## config.mk

```make
export PLATFORM = sky130hd
export DESIGN_NAME = sha256_padder
export DESIGN_NICKNAME = d
export VERILOG_FILES = /design/src/rtl/sha256_padder.sv
export SDC_FILE = /design/constraint.sdc
export NUM_CORES = 1
export LEC_CHECK = 0
export BUFFER_PORTS_ARGS = -buffer_cell sky130_fd_sc_hd__clkbuf_2
export CAP_MARGIN = 20
export CORE_MARGIN = 3
export CORE_UTILIZATION = 48
export DETAILED_ROUTE_END_ITERATION = 10
export GPL_TIMING_DRIVEN = 0
export PLACE_DENSITY = 0.86
export SLEW_MARGIN = 40
export SYNTH_ARGS = -nofsm -noshare
export SYNTH_HDL_FRONTEND = slang
export SYNTH_SLANG_ARGS = --single-unit
```

## constraint.sdc

```tcl
create_clock -name clk -period 3.3 [get_ports clk]
set_input_delay 0.66 -clock clk [delete_from_list [all_inputs] [get_ports clk]]
set_output_delay 0.66 -clock clk [all_outputs]
set_load 0.005 [all_outputs]
```

## src/rtl/sha256_padder.sv

```systemverilog
// SHA-256 message padder: packs 32-bit big-endian words into 512-bit blocks, appends the
// 0x80 marker, zero fill and the 64-bit message bit length.
module sha256_padder #(
    parameter int unsigned LEN_W = 64
) (
    input  logic         clk,
    input  logic         reset_n,
    input  logic         in_valid,
    output logic         in_ready,
    input  logic [31:0]  in_data,
    input  logic         in_last,
    input  logic [2:0]   in_nbytes,
    output logic         blk_valid,
    input  logic         blk_ready,
    output logic [511:0] blk_data,
    output logic         blk_first,
    output logic         blk_last
);

    typedef enum logic [1:0] {StFill, StPad, StLen, StEmit} state_e;

    state_e             state_q, state_d;
    logic [3:0]         widx_q, widx_d;
    logic [LEN_W-1:0]   bitlen_q, bitlen_d;
    logic [LEN_W-1:0]   nb_bits;
    logic               first_q, first_d;
    logic               mark_q, mark_d;
    logic               ovf_q, ovf_d;
    logic               run_q;
    logic [511:0]       blk_q, blk_d;
    logic               blk_first_q, blk_first_d;
    logic               blk_last_q, blk_last_d;
    logic [2:0]         nb;
    logic [31:0]        word;
    logic [63:0]        len64;
    logic [8:0]         wpos;
    logic               place;

    assign in_ready  = run_q && (state_q == StFill) && !mark_q;
    assign blk_valid = (state_q == StEmit);
    assign blk_data  = blk_q;
    assign blk_first = blk_first_q;
    assign blk_last  = blk_last_q;

    assign nb      = !in_last ? 3'd4 : (in_nbytes > 3'd4 ? 3'd4 : in_nbytes);
    assign nb_bits = LEN_W'({nb, 3'b000});
    assign len64   = 64'(bitlen_q);
    assign wpos    = {4'd15 - widx_q, 5'd0};

    always_comb begin
        unique case (nb)
            3'd0:    word = 32'h8000_0000;
            3'd1:    word = {in_data[31:24], 24'h80_0000};
            3'd2:    word = {in_data[31:16], 16'h8000};
            3'd3:    word = {in_data[31:8], 8'h80};
            default: word = in_data;
        endcase
    end

    always_comb begin
        state_d     = state_q;
        widx_d      = widx_q;
        bitlen_d    = bitlen_q;
        first_d     = first_q;
        mark_d      = mark_q;
        ovf_d       = ovf_q;
        blk_d       = blk_q;
        blk_first_d = blk_first_q;
        blk_last_d  = blk_last_q;
        place       = 1'b0;
        unique case (state_q)
            StFill: begin
                if (mark_q) begin
                    blk_d[wpos +: 32] = 32'h8000_0000;
                    mark_d            = 1'b0;
                    place             = 1'b1;
                end else if (in_valid && in_ready) begin
                    blk_d[wpos +: 32] = word;
                    bitlen_d          = bitlen_q + nb_bits;
                    widx_d            = widx_q + 4'd1;
                    if (in_last && nb != 3'd4) begin
                        place = 1'b1;
                    end else begin
                        // A full last word defers its marker to the next word slot.
                        mark_d = in_last;
                        if (widx_q == 4'd15) state_d = StEmit;
                    end
                end
                // Marker landed at widx_q: decide whether the length still fits in this block.
                if (place) begin
                    widx_d = widx_q + 4'd1;
                    if (widx_q == 4'd15) begin
                        state_d = StEmit;
                        ovf_d   = 1'b1;
                    end else if (widx_q == 4'd14) begin
                        state_d = StPad;
                        ovf_d   = 1'b1;
                    end else if (widx_q == 4'd13) begin
                        state_d = StLen;
                    end else begin
                        state_d = StPad;
                    end
                end
            end
            StPad: begin
                if (!ovf_q && widx_q == 4'd14) begin
                    state_d = StLen;
                end else begin
                    blk_d[wpos +: 32] = '0;
                    widx_d            = widx_q + 4'd1;
                    if (widx_q == 4'd15) state_d = StEmit;
                end
            end
            StLen: begin
                blk_d[63:0] = len64;
                state_d     = StEmit;
            end
            StEmit: begin
                if (blk_ready) begin
                    widx_d  = '0;
                    state_d = ovf_q ? StPad : StFill;
                    ovf_d   = 1'b0;
                    first_d = blk_last_q;
                    if (blk_last_q) bitlen_d = '0;
                end
            end
            default: state_d = StFill;
        endcase
        if (state_d == StEmit && state_q != StEmit) begin
            blk_first_d = first_q;
            blk_last_d  = (state_q == StLen);
        end
    end

    always_ff @(posedge clk) begin
        if (!reset_n) begin
            state_q     <= StFill;
            widx_q      <= '0;
            bitlen_q    <= '0;
            first_q     <= 1'b1;
            mark_q      <= 1'b0;
            ovf_q       <= 1'b0;
            run_q       <= 1'b0;
            blk_q       <= '0;
            blk_first_q <= 1'b0;
            blk_last_q  <= 1'b0;
        end else begin
            state_q     <= state_d;
            widx_q      <= widx_d;
            bitlen_q    <= bitlen_d;
            first_q     <= first_d;
            mark_q      <= mark_d;
            ovf_q       <= ovf_d;
            run_q       <= 1'b1;
            blk_q       <= blk_d;
            blk_first_q <= blk_first_d;
            blk_last_q  <= blk_last_d;
        end
    end

endmodule

```

==> impl_metrics.yaml <==
run_status:
  status: "completed"
routing:
  vias: 24000
  wl_per_cell_um: 27.0
  routed_wl_um: 102000
  drt_iter0_markers: 2921
  drtPass1Iterations: 9
  viasPerCell: 6.33
  detail-route-antenna-nets: 0
  drc_errors: 0
timing:
  period_minus_slack_ns: 3.24
  rsz0062_at_grt: "false"
  setup_ws_ns: 0.0612
  fin_skew_ns: 0.0280
  slew-limit-headroom_pct: 38.3
  whs_ns: 0.182
  timing.fmax_mhz: 309
  finalHoldViolations: 0
  worst_pin_slew_ns: 0.923
  finalCritPeriodShare_pct: 98.1
  setup_violations: 0
  drv_slew: 0
clock_network:
  cts_buffers: 58
  clk_latency_ns: 0.62
  cts_tree: "yes"
  path_clk_slew_ns: 0.07
  cts-root-buf: "clkbuf_16"
  clock-sinks: 585
  htreeDepth: 2
  max-clock-path-buffers: 3
power:
  power_density_nw_per_um2: 632
  finalPower_w: 0.0183
  max-vdd-ir-drop_mv: 0.481
  power_leakage_nw: 11.7
setup_path:
  worstSetupStartpointType: "flop"
  crit_chain: "buf_6 -> clkinvlp_4 -> ha_1 -> and4b_1 -> buf_6 -> a221o_2 -> or3_1 -> buf_6 -> and2_4 -> buf_6 -> buf_6 -> a22o_1"
  critPathSlowestCell: "a221o_2"
  critPathArrivalTime_ns: 3.73
  regToRegStartpoint: "widx_q[0]"
  cpLargestDelayFamily: "buffers and inverters"
  r2r_end: "blk_data[86]"
  crit_required_ns: 3.79
  cpPeakStageDelay_ns: 0.47
  path_common_cell: "buf_6"
  reg2reg_depth: 12
  path_buf_inv: 6
  r2r_slack_ns: 0.06
  critPathMaxFanout: 10
  endpoint_kind: "flop"
  criticalPathCategory: "reg2reg"
global_route:
  grt_max_degree: 20
  antenna_found_initial: 2
  grt_pass1_vias: 22500
  grt_pass1_wl_um: 146000
  grt.total_usage_pct: 38.5
  overflow: 0
placement:
  placed_area_sq_um: 26700
  pre_cts_ws_ns: -1.58
  hpwlAfterDp_um: 74500
  gp_congestion: 1.02
  io_buffer_count: 554
logic_synthesis:
  seq_area_frac_synth_pct: 51.1
  netlist.top_cell.by_area: "dfxtp_1"
  muxShareOfSynthArea_pct: 3.66
  synth-compound-area-share_pct: 20.6
  synth_top_family_by_area: "compound AO/OA/AOI/OAI gates"
  synthXorXnorAreaFrac_pct: 0.764
  yosys-top-cells-area: "dfxtp_1 (51%), a22o_1 (5.2%), nand2_1 (5.0%)"
  ys_async_sr_fraction_pct: 0
  synth-simple-area-share_pct: 18.8
  synthAdderAreaFrac_pct: 0.796
  synth_edf_count: 0
  yosys.area.top_type_share_pct: 51.1
  syn-num-nets: 2552
  netlist_area_sq_um: 22900
  netlist_instances: 2498
  synth_seq_cells: 585
  yosysUniqueCellTypes: 80
  syn-mean-instance-area_sq_um: 9.18
  ys_warn_count: 0
  ys.flop_type: "dfxtp_1"
floorplanning:
  start_util_pct: 49.0
  die_x_um: 225
  core_area_sq_um: 46900
  die_area_sq_um: 50400
  die_y_um: 225
  pin_count: 556
  rows: 79
hold_path:
  worst_hold_path.endpoint: "run_q"
  hold_depth: 1
  holdCritStartpoint: "reset_n"
  hp-class: "in2reg"
finish:
  fillers: 3976
  nNetsFinal: 3182
  seq_area_sq_um: 11700
  multi_input_area_sq_um: 10500
  area_growth_syn_to_layout_pct: 26.2
  final_util_pct: 61.8
  drive_gt1_share_pct: 26.3
  final_area_sq_um: 29000
flow_run:
  max-cap-violations: 0
layer usage:
metal  wire (um)  global-route usage (%)  part of all wire (%)
met2       44500                    59.4                    44
met4        7900                    25.2                   7.7
met5          13                       0                 0.013
met3       13000                    12.8                    13
met1       36600                    46.3                    36
registers in the layout, summed over array words and instances, names as in the netlist:
| register | count |
|---|---|
| blk_data | 512 |
| bitlen_q | 61 |
| widx_q | 4 |
| state_q | 2 |
| blk_first | 1 |
| blk_last | 1 |
| first_q | 1 |
| mark_q | 1 |
| ovf_q | 1 |
| run_q | 1 |
how the worst max path moves through the flow:
stage | from | cells past startpoint | to
after floorplan | in_last | 12 | bitlen_q[63]
after global placement | in_last | 8 | blk_data[42]
after detailed placement | in_last | 13 | bitlen_q[63]
after CTS | widx_q[0] | 10 | blk_data[23]
after global routing | widx_q[0] | 12 | blk_data[385]
final | widx_q[0] | 12 | blk_data[86]
cells by family (layout without fill, tap and decap cells):
group | after synthesis | after routing
flip-flops | 585 | 585
adder cells (fa/ha/maj) | 14 | 14
XOR/XNOR | 20 | 20
AND/OR/NAND/NOR | 910 | 910
AO/OA/AOI/OAI | 648 | 648
other | 0 | 4
buffers and inverters | 238 | 913
multiplexers | 83 | 83
power by group:
group / leakage [nW] / switching, W / internal, W
Clock: 0.942 / 0.00291 / 0.00384
Sequential: 4.71 / 0.000125 / 0.00723
Combinational: 6.04 / 0.00321 / 0.000977
cell type report:
cell class | instances | area share (%)
antenna | 4 | 0.0346
buffer | 198 | 3.17
clock buffer | 83 | 5.79
clock inverter | 22 | 0.843
inverter | 33 | 0.454
multi-input combinational | 1675 | 36.3
sequential | 585 | 40.5
tap | 607 | 2.62
timing repair buffer | 577 | 10.3
worst reg2reg max path, stage by stage (launching register included):
cell	delay, ns
dfxtp_2	0.39
buf_6	0.18
clkinvlp_4	0.16
ha_1	0.26
and4b_1	0.21
buf_6	0.14
a221o_2	0.47
or3_1	0.41
buf_6	0.18
and2_4	0.17
buf_6	0.14
buf_6	0.18
a22o_1	0.24
cells in the mapped netlist, types with 17 or more instances:
| cell type | n |
|---|---|
| nand2b_1 | 21 |
| o41ai_1 | 18 |
| mux2i_1 | 77 |
| a22o_1 | 135 |
| and2_1 | 20 |
| nand4_1 | 41 |
| a32o_1 | 17 |
| and3_1 | 22 |
| o31ai_1 | 33 |
| nand3_1 | 133 |
| a21oi_1 | 183 |
| or4_1 | 26 |
| buf_2 | 37 |
| or3_1 | 37 |
| dfxtp_1 | 585 |
| nor2_1 | 230 |
| o21ai_0 | 60 |
| clkbuf_1 | 144 |
| inv_1 | 32 |
| a22oi_1 | 55 |
| nand2_1 | 308 |
| o2bb2ai_1 | 62 |
| and4_1 | 17 |
cells in the final DEF (no fill, tap or decap), drive strengths merged, types with 14 or more instances in the layout:
cell type and instances:
inv 31, o41ai 18, a22o 135, buf 85, or3 37, o31ai 33, and3 22, and2 25
or4 26, mux2i 77, nand3 133, o2bb2ai 72, a21oi 183, nor3 14, nor2 231, clkbuf 773
a22oi 56, a32o 17, nand4 42, nand2b 21, dfxtp 585, o21ai 64, nand2 308, and4 17
clkinv 15
what timing repair did:
| item | CTS | global route |
|---|---|---|
| pin swaps | 4 | 3 |
| buffers inserted | 12 | 3 |
| endpoints found under the setup margin | 562 | 380 |
| hold buffers | 0 | 0 |
| resized for setup | 31 | 51 |
stage by stage:
step	setup TNS (ns)	instances
after floorplan	0	2498
after global placement	-327.00	3659
after detailed placement	-269.83	3667
after CTS	-0.0136	3779
after global routing	0	3780
final	0	3784
Power figures use the tool's default switching activity.
